### src/rtl/dma_burst_streamer.sv
// Splits a (start address, byte count) descriptor into AXI-legal requests.
// Optional fixed-address mode: DMA_STREAMER_FIXED_ADDR_EN.
module dma_burst_streamer #(
  parameter int ADDR_W    = 32,
  parameter int DATA_W    = 64,
  parameter int LEN_W     = 32,
  parameter int MAX_BEATS = 256
) (
  input  logic              clk,
  input  logic              rst,
  input  logic              start_i,
  input  logic [ADDR_W-1:0] addr_i,
  input  logic [LEN_W-1:0]  num_bytes_i,
  input  logic              abort_i,
`ifdef DMA_STREAMER_FIXED_ADDR_EN
  input  logic              mode_fixed_i,
`endif
  output logic              busy_o,
  output logic              done_o,
  output logic [ADDR_W-1:0] req_addr_o,
  output logic [7:0]        req_alen_o,
  output logic [2:0]        req_size_o,
  output logic [DATA_W/8-1:0] req_strb_o,
  output logic              req_valid_o,
  input  logic              req_ready_i
);

  localparam int BYTES = DATA_W / 8;
  localparam int OFF_W = $clog2(BYTES);

  typedef enum logic [1:0] {
    IDLE = 2'd0,
    RUN  = 2'd1,
    DONE = 2'd2
  } state_t;

  state_t state, state_nxt;

  logic [ADDR_W-1:0] cur_addr;
  logic [LEN_W-1:0]  left;
  logic              abort_pend;
  logic              fixed_md;

  logic [OFF_W-1:0]  off;
  logic              partial;
  logic              fire;
  logic [LEN_W-1:0]  avail;
  logic [LEN_W-1:0]  cons_p;
  logic [LEN_W-1:0]  consumed;
  logic [LEN_W-1:0]  left_nxt;
  logic [12:0]       page_bytes;
  logic [LEN_W-1:0]  page_beats;
  logic [LEN_W-1:0]  word_beats;
  logic [LEN_W-1:0]  beats;
  logic [7:0]        alen;
  logic [BYTES-1:0]  strb;

`ifdef DMA_STREAMER_FIXED_ADDR_EN
  logic fixed_q;

  always_ff @(posedge clk or posedge rst) begin
    if (rst) begin
      fixed_q <= 1'b0;
    end else if (state == IDLE && start_i) begin
      fixed_q <= mode_fixed_i;
    end
  end

  assign fixed_md = fixed_q;
`else
  assign fixed_md = 1'b0;
`endif

  // Request decode from registered cur_addr/left only, so fields hold under stall.
  always_comb begin
    off        = cur_addr[OFF_W-1:0];
    partial    = fixed_md || (off != '0) || (left < LEN_W'(BYTES));
    avail      = LEN_W'(BYTES) - LEN_W'(off);
    cons_p     = (left < avail) ? left : avail;
    page_bytes = 13'd4096 - {1'b0, cur_addr[11:0]};
    page_beats = LEN_W'(page_bytes >> OFF_W);
    word_beats = left >> OFF_W;
    beats      = word_beats;
    if (LEN_W'(MAX_BEATS) < beats) beats = LEN_W'(MAX_BEATS);
    if (page_beats < beats)        beats = page_beats;
    strb       = '0;
    alen       = 8'd0;
    consumed   = cons_p;
    if (partial) begin
      for (int i = 0; i < BYTES; i++) begin
        strb[i] = (LEN_W'(i) >= LEN_W'(off)) &&
                  (LEN_W'(i) < LEN_W'(off) + cons_p);
      end
    end else begin
      strb     = '1;
      alen     = 8'(beats - LEN_W'(1));
      consumed = beats << OFF_W;
    end
    left_nxt = left - consumed;
  end

  assign fire = (state == RUN) && req_ready_i;

  always_ff @(posedge clk or posedge rst) begin
    if (rst) begin
      state <= IDLE;
    end else begin
      state <= state_nxt;
    end
  end

  always_comb begin
    state_nxt = state;
    unique case (state)
      IDLE: begin
        if (start_i) begin
          state_nxt = (num_bytes_i == '0) ? DONE : RUN;
        end
      end
      RUN: begin
        // Completion beats abort when both land on the last handshake.
        if (fire) begin
          if (left_nxt == '0) begin
            state_nxt = DONE;
          end else if (abort_i || abort_pend) begin
            state_nxt = IDLE;
          end
        end
      end
      DONE:    state_nxt = IDLE;
      default: state_nxt = IDLE;
    endcase
  end

  always_comb begin
    busy_o      = (state == RUN);
    done_o      = (state == DONE);
    req_valid_o = (state == RUN);
    req_size_o  = 3'(OFF_W);
    req_addr_o  = '0;
    req_alen_o  = '0;
    req_strb_o  = '0;
    if (state == RUN) begin
      req_addr_o = cur_addr;
      req_alen_o = alen;
      req_strb_o = strb;
    end
  end

  always_ff @(posedge clk or posedge rst) begin
    if (rst) begin
      cur_addr   <= '0;
      left       <= '0;
      abort_pend <= 1'b0;
    end else begin
      unique case (state)
        IDLE: begin
          abort_pend <= 1'b0;
          if (start_i) begin
            cur_addr <= addr_i;
            left     <= num_bytes_i;
          end
        end
        RUN: begin
          if (abort_i) abort_pend <= 1'b1;
          if (fire) begin
            left <= left_nxt;
            if (!fixed_md) cur_addr <= cur_addr + ADDR_W'(consumed);
          end
        end
        default: abort_pend <= 1'b0;
      endcase
    end
  end

endmodule

### config.mk
export PLATFORM = sky130hd
export DESIGN_NAME = dma_burst_streamer
export DESIGN_NICKNAME = d
export VERILOG_FILES = /design/src/rtl/dma_burst_streamer.sv
export SDC_FILE = /design/constraint.sdc
export NUM_CORES = 1
export LEC_CHECK = 0
export BUFFER_PORTS_ARGS = -buffer_cell sky130_fd_sc_hd__buf_4
export CAP_MARGIN = 5
export CORE_MARGIN = 2
export CORE_UTILIZATION = 60
export CTS_CLUSTER_DIAMETER = 100
export DETAILED_ROUTE_END_ITERATION = 6
export GPL_ROUTABILITY_DRIVEN = 0
export PLACE_DENSITY = 0.86
export RECOVER_POWER = 50
export SYNTH_ARGS = -nofsm -noshare
export SYNTH_HDL_FRONTEND = slang
export SYNTH_SLANG_ARGS = --single-unit
### constraint.sdc
create_clock -name clk -period 11.5 [get_ports clk]
set_input_delay 2.3 -clock clk [delete_from_list [all_inputs] [get_ports clk]]
set_output_delay 2.3 -clock clk [all_outputs]
set_load 0.02 [all_outputs]
==> results of run 1 <==
[worst paths after layout]
| path | start | end | slack, ns |
|---|---|---|---|
| worst min-delay path | abort_pend$_DFFE_PP0P_ | abort_pend$_DFFE_PP0P_ | 0.51 |
| max in group asynchronous | rst | state[0]$_DFFE_PP0P_ | 5.60 |
| worst max-delay path | cur_addr[1]$_DFFE_PP0P_ | req_strb_o[4] | 2.69 |
| min in group asynchronous | rst | left[28]$_DFFE_PP0P_ | 3.46 |
| worst max register to register | cur_addr[1]$_DFFE_PP0P_ | state[1]$_DFFE_PP0P_ | 3.93 |
| worst min register to register | abort_pend$_DFFE_PP0P_ | abort_pend$_DFFE_PP0P_ | 0.51 |
[metrics by stage]
stage	instances	util, %	instance area, sq um	hold WS (ns)	worst slack [ns]
6_report	1389	71.83	9513	0.5132	2.694
5_1_grt	1389	71.83	9513	0.5458	2.498
4_1_cts	1388	72.34	9579	0.5193	3.616
3_5_place_dp	1372	70.04	9275	0.5062	3.991
2_1_floorplan	1120	-	8307	0.4471	5.225
3_3_place_gp	1372	70.04	9275	0.4925	4.098
[worst reg2reg max path: stages, from the launching register on]
cell and delay [ns]:
dfrtp_1 0.54, inv_1 0.21, ha_1 0.31, ha_1 0.33
inv_1 0.08, ha_1 0.28, a21o_1 0.18, a2111oi_0 1.84
o21ai_0 0.40, and2_0 0.33, ha_1 0.23, fa_1 0.41
nor2b_1 0.22, o2111a_1 0.26, nor3_1 0.09, or3b_2 0.46
a211oi_1 0.29, nand4_1 0.15, nor4_1 0.29, nand4_1 0.14
nor4_1 0.29, a22o_1 0.17
[flip-flops by register name, summed over array words and instances, names as in the netlist]
| register | flops |
|---|---|
| state | 2 |
| cur_addr | 32 |
| left | 32 |
| abort_pend | 1 |
[report_power, final]
group / total [mW] / switching, mW / internal, mW
sequential: 0.509 / 0.150 / 0.359
combinational: 2.65 / 1.58 / 1.07
clock: 0.292 / 0.118 / 0.174
total: 3.45 / 1.85 / 1.60
[synth_stat cells (all sizes together) (4+ instances only)]
master and n:
buf 10, o22ai 21, dfrtp 67, and2 45, o221ai 4, and3 13
mux2 4, mux2i 23, o311ai 4, o21ai 99, nor4b 4, nor4 20
clkbuf 40, or3 14, nor3 26, a211oi 20, a21boi 4, nand2 115
o21a 15, nand3 21, nand4 14, nand2b 10, inv 45, a211o 4
xnor2 41, xor2 25, o31ai 4, a31oi 8, nor2b 14, a21o 36
o211ai 8, a21oi 85, ha 82, nor2 85, or2 7
[final cells by class]
cell class | count | area, sq um
fill | 1151 | 3730
sequential | 67 | 1678
tap | 176 | 220.2
clock inverter | 6 | 65.06
multi-input combinational | 957 | 6240
clock buffer | 10 | 239.0
inverter | 46 | 172.7
timing repair buffer | 127 | 898.4
[layer usage]
metal / share of wire [%] / GRT usage (%) / wire length [microns]
met5: 0 / 0 / 0
met4: 3.1 / 11.70 / 760
met3: 6.7 / 5.991 / 1613
met2: 47 / 56.46 / 11410
met1: 43 / 43.18 / 10400
[kinds of logic (layout without fill, tap and decap cells)]
group / after synthesis / after routing
AO/OA/AOI/OAI: 343 / 343
XOR/XNOR: 66 / 66
adder cells (fa/ha/maj): 85 / 85
buffers and inverters: 96 / 189
flip-flops: 67 / 67
multiplexers: 27 / 27
other: 2 / 40
AND/OR/NAND/NOR: 396 / 396
==> flow_summary.yaml, run 1 <==
run_status:
  status: "finished with violations"
  violations: "capacitance limit, slew limit"
setup_path:
  crit_type: "register to output pin"
  endpoint_kind: "output pin"
  max_stage_delay_ns: 1.84
  crit_required_ns: 9.20
  cp_common_cell: "ha_1"
  critPathSlowestCell: "a2111oi_0"
  cp_data_arrival_time_ns: 6.51
  crit_buf_inv: 3
  cp_num_cells: 16
  crit_family: "compound AO/OA/AOI/OAI gates"
  critPathMaxFanout: 8
  r2r_cells: 21
  cp_cell_sequence: "inv_1 > ha_1 > ha_1 > inv_1 > ha_1 > a21o_1 > a2111oi_0 > o21ai_0 > ha_1 > fa_1 > or3_4 > a21oi_4 > o21ai_0 > o31ai_1 > a21oi_1 > buf_4"
  crit_path_start_kind: "register"
die:
  coreArea_sq_mm: 0.01324
  die_h_microns: 120.7
  initial_core_util_pct: 61.65
  rows: 42
  die_w_microns: 120.7
  top_level_ports: 123
  dieArea_sq_mm: 0.01456
cts:
  path_clk_slew_ns: 0.06
  clk_latency_ns: 0.35
  htree_levels: 3
  cts_resized: 0
  cts_root_buf: "clkbuf_16"
  cts_buffers: 9
  ctsHoldBuffers: 0
  cts_tree: "done"
  clockBufferDepth: 2
  cts_setup_buffers: 0
  cts.sinks: 67
final_layout:
  diodes: 0
  layout_common_cells: "114 x nand2_1, 110 x buf_4, 96 x o21ai_0"
  final_common_cell: "nand2_1"
  area_delta_synth_final_pct: 16.52
  final_layout_size_suffix_gt1_share_pct: 12.70
  final_nets: 1362
synth:
  async_reset_ff_share_pct: 100.0
  synth_top_family_by_area: "compound AO/OA/AOI/OAI gates"
  ys_warn_count: 0
  synth_compound_area_share_pct: 26.88
  avgSynthCellArea_sq_um: 7.545
  synth.area.top_cells: "dfrtp_1 21%, ha_1 13%, o21ai_0 5.9%"
  synth-adder-area-share_pct: 13.30
  synth_cell_types: 74
  ys_seq_elements: 67
  synthSimpleGateAreaFrac_pct: 24.09
  synth_area_sq_mm: 0.008164
  ys.flop_type: "dfrtp_1"
  synth.mux.area_fraction_pct: 3.372
  synth_top_cell_area_share_pct: 20.54
  ys_seq_area_share_pct: 20.54
  synth_xor_area_share_pct: 7.080
  yosys.area.top_type: "dfrtp_1"
  synth_cells: 1082
  synth-edff-count: 0
placed_design:
  port_buffers: 119
  hpwl_microns: 18290
route:
  viasPerCell: 6.211
  post_drt_wl_per_cell_microns: 17.41
  drc: 0
  postRouteAntennaNets: 0
  drt_pass1_iterations: 6
  vias: 8627
  routed_wl_microns: 24180
  drt_iter0_drc: 611
sta:
  hold_violations: 0
  worst_slew_pin_slew_ns: 3.844
  maxSlewHeadroom_pct: -156.2
  finClkSkew_ns: 0.008545
  clock.fmax_ghz: 0.1136
  rsz0062_at_grt: "false"
  drv_slew: 171
  fin_crit_ns: 8.806
  period_share_pct: 76.58
  setup-tns-final_ns: 0
  setup_viol: 0
grt:
  grt_pass1_wl_microns: 39730
  grt_remaining_overflow: 0
  grt_use_total_pct: 33.52
  first_global_vias: 8350
  antenna_found_initial: 0
  grt_max_degree: 117
min_path:
  hold_depth: 2
  hp-class: "register to register"
power:
  finalPower_mw: 3.451
  power_density_mw_per_mm2: 362.8
  ir_worst_vdd_mv: 0.2982
  p_leak_nw: 4.382
run:
  maxCapViolations: 4
Power figures use the tool's default switching activity.
==> inputs of run 2 (changes only) <==
--- a/config.mk
+++ b/config.mk
@@ -8,11 +8,11 @@
 export BUFFER_PORTS_ARGS = -buffer_cell sky130_fd_sc_hd__buf_4
 export CAP_MARGIN = 5
 export CORE_MARGIN = 2
-export CORE_UTILIZATION = 60
+export CORE_UTILIZATION = 54
 export CTS_CLUSTER_DIAMETER = 100
 export DETAILED_ROUTE_END_ITERATION = 6
 export GPL_ROUTABILITY_DRIVEN = 0
-export PLACE_DENSITY = 0.86
+export PLACE_DENSITY = 0.82
 export RECOVER_POWER = 50
 export SYNTH_ARGS = -nofsm -noshare
 export SYNTH_HDL_FRONTEND = slang
==> constraint.sdc (replaced) <==
create_clock -name clk -period 7.7 [get_ports clk]
set_input_delay 1.54 -clock clk [delete_from_list [all_inputs] [get_ports clk]]
set_output_delay 1.54 -clock clk [all_outputs]
set_load 0.02 [all_outputs]
==> flow_summary.yaml, run 2 (synthesis results as in run 1) <==
power:
  ir_worst_vdd_mv: 0.4316
  finalPower_mw: 5.119
  power_density_mw_per_mm2: 538.8
  p_leak_nw: 4.359
sta:
  rsz0062_at_grt: "false"
  worst_slew_pin_slew_ns: 3.920
  maxSlewHeadroom_pct: -161.3
  drv_slew: 280
  setup_viol: 0
  clock.fmax_ghz: 0.1409
  finClkSkew_ns: 0.008693
  setup-tns-final_ns: 0
  period_share_pct: 92.19
  fin_crit_ns: 7.099
  hold_violations: 0
final_layout:
  final_nets: 1361
  layout_common_cells: "114 x nand2_1, 107 x buf_4, 96 x o21ai_0"
  area_delta_synth_final_pct: 16.37
  n_fill_cell: 1328
  final_layout_size_suffix_gt1_share_pct: 12.38
  final_common_cell: "nand2_1"
  top_regs: "cur_addr x32, left x32, state x2"
  diodes: 0
route:
  drt_pass1_iterations: 5
  dr_wl_met2_microns: 11050
  met1Wirelength_microns: 10650
  drc: 0
  drt_iter0_drc: 711
  met3_length_microns: 1638
  viasPerCell: 6.077
  postRouteAntennaNets: 0
  routed_wl_microns: 23920
  post_drt_wl_per_cell_microns: 17.13
  vias: 8483
  top_layer: "met4"
setup_path:
  critPathMaxFanout: 16
  crit_path_start_kind: "register"
  endpoint_kind: "register"
  crit_required_ns: 7.99
  crit_type: "register to register"
  cp_data_arrival_time_ns: 7.39
die:
  dieArea_sq_mm: 0.01612
  top_level_ports: 123
  coreArea_sq_mm: 0.01464
  initial_core_util_pct: 55.75
  die_h_microns: 127.0
  rows: 44
  die_w_microns: 127.0
run_status:
  status: "finished with violations"
  violations: "capacitance limit, slew limit"
grt:
  antenna_found_initial: 0
  grt_use_total_pct: 30.04
  first_global_vias: 7924
  grt_pass1_wl_microns: 39470
  grt_remaining_overflow: 0
  grt_max_degree: 117
cts:
  cts_buffers: 9
  cts_resized: 0
  htree_levels: 3
  cts_tree: "done"
  clk_latency_ns: 0.35
  clockBufferDepth: 2
  cts_root_buf: "clkbuf_16"
  path_clk_slew_ns: 0.06
  cts_setup_buffers: 0
  ctsHoldBuffers: 0
  cts.sinks: 67
run:
  maxCapViolations: 4
min_path:
  hp-class: "register to register"
placed_design:
  port_buffers: 119
  hpwl_microns: 18210
## run 2: changes by cell type in the layout (fill, tap and decap cells not counted), moves of 3 or more
cell,before,now
and2_0,10,7
and2_1,35,38
buf_4,110,107
clkbuf_1,14,17
inv_6,0,3
## run 2: routing by layer
metal,global-route usage (%),vias to the layer above
met3,4.935,52
li1,-,4156
met1,40.91,3922
met2,49.02,353
met5,0,-
met4,9.438,0
## run 2: metrics by stage
step	setup slack (ns)	instance area, sq um	hold slack, ns	utilization (%)	std cells
global route	0.1981	9500	0.5412	64.88	1396
finish	0.6014	9500	0.5122	64.88	1396
CTS	0.7843	9572	0.5178	65.36	1396
detailed placement	0.8759	9285	0.5047	63.41	1380
global placement	1.149	9285	0.4968	63.41	1380
floorplan	1.697	8307	0.4471	-	1120
## run 2: path summary, 6_finish.rpt
| check | from | depth (start not counted) | endpoint | slack (ns) |
|---|---|---|---|---|
| worst max-delay path | cur_addr[1]$_DFFE_PP0P_ | 24 | state[1]$_DFFE_PP0P_ | 0.60 |
| worst min-delay path | abort_pend$_DFFE_PP0P_ | 2 | abort_pend$_DFFE_PP0P_ | 0.51 |
| worst max register to register | cur_addr[1]$_DFFE_PP0P_ | 24 | state[1]$_DFFE_PP0P_ | 0.60 |
| worst min register to register | abort_pend$_DFFE_PP0P_ | 2 | abort_pend$_DFFE_PP0P_ | 0.51 |
| max in group asynchronous | rst | 3 | state[0]$_DFFE_PP0P_ | 2.48 |
| min in group asynchronous | rst | 3 | cur_addr[13]$_DFFE_PP0P_ | 2.71 |
## run 2: area by class of cell
class / instances / area, sq um / area share (%)
Tap cell: 184 / 230.2 / 2.423
Sequential cell: 67 / 1678 / 17.66
Clock buffer: 10 / 239.0 / 2.515
Timing Repair Buffer: 126 / 882.1 / 9.285
Multi-Input combinational cell: 957 / 6251 / 65.80
Clock inverter: 6 / 47.55 / 0.5005
Inverter: 46 / 172.7 / 1.817
## run 2: report_power, final
group	internal, mW	switching (mW)
registers	0.538	0.216
logic	1.60	2.35
clock network	0.230	0.180
## run 2: critical path, stage by stage (launching register included)
cell and delay, ns:
dfrtp_1 0.48, inv_1 0.21, ha_1 0.23, nor3b_1 0.41, nand2_1 0.22, nor4_1 0.31, xnor2_1 0.14, ha_1 0.31
and3_1 0.15, nand3_1 0.07, o21ai_1 0.93, mux2i_1 0.34, nor2_1 0.27, inv_1 0.08, ha_1 0.36, a21o_1 0.22
nor3_1 0.21, a21boi_1 0.19, o21a_1 0.24, o311ai_0 0.60, nand4_1 0.17, nor4_1 0.30, nand4_1 0.12, nor4_1 0.31
a22o_1 0.18
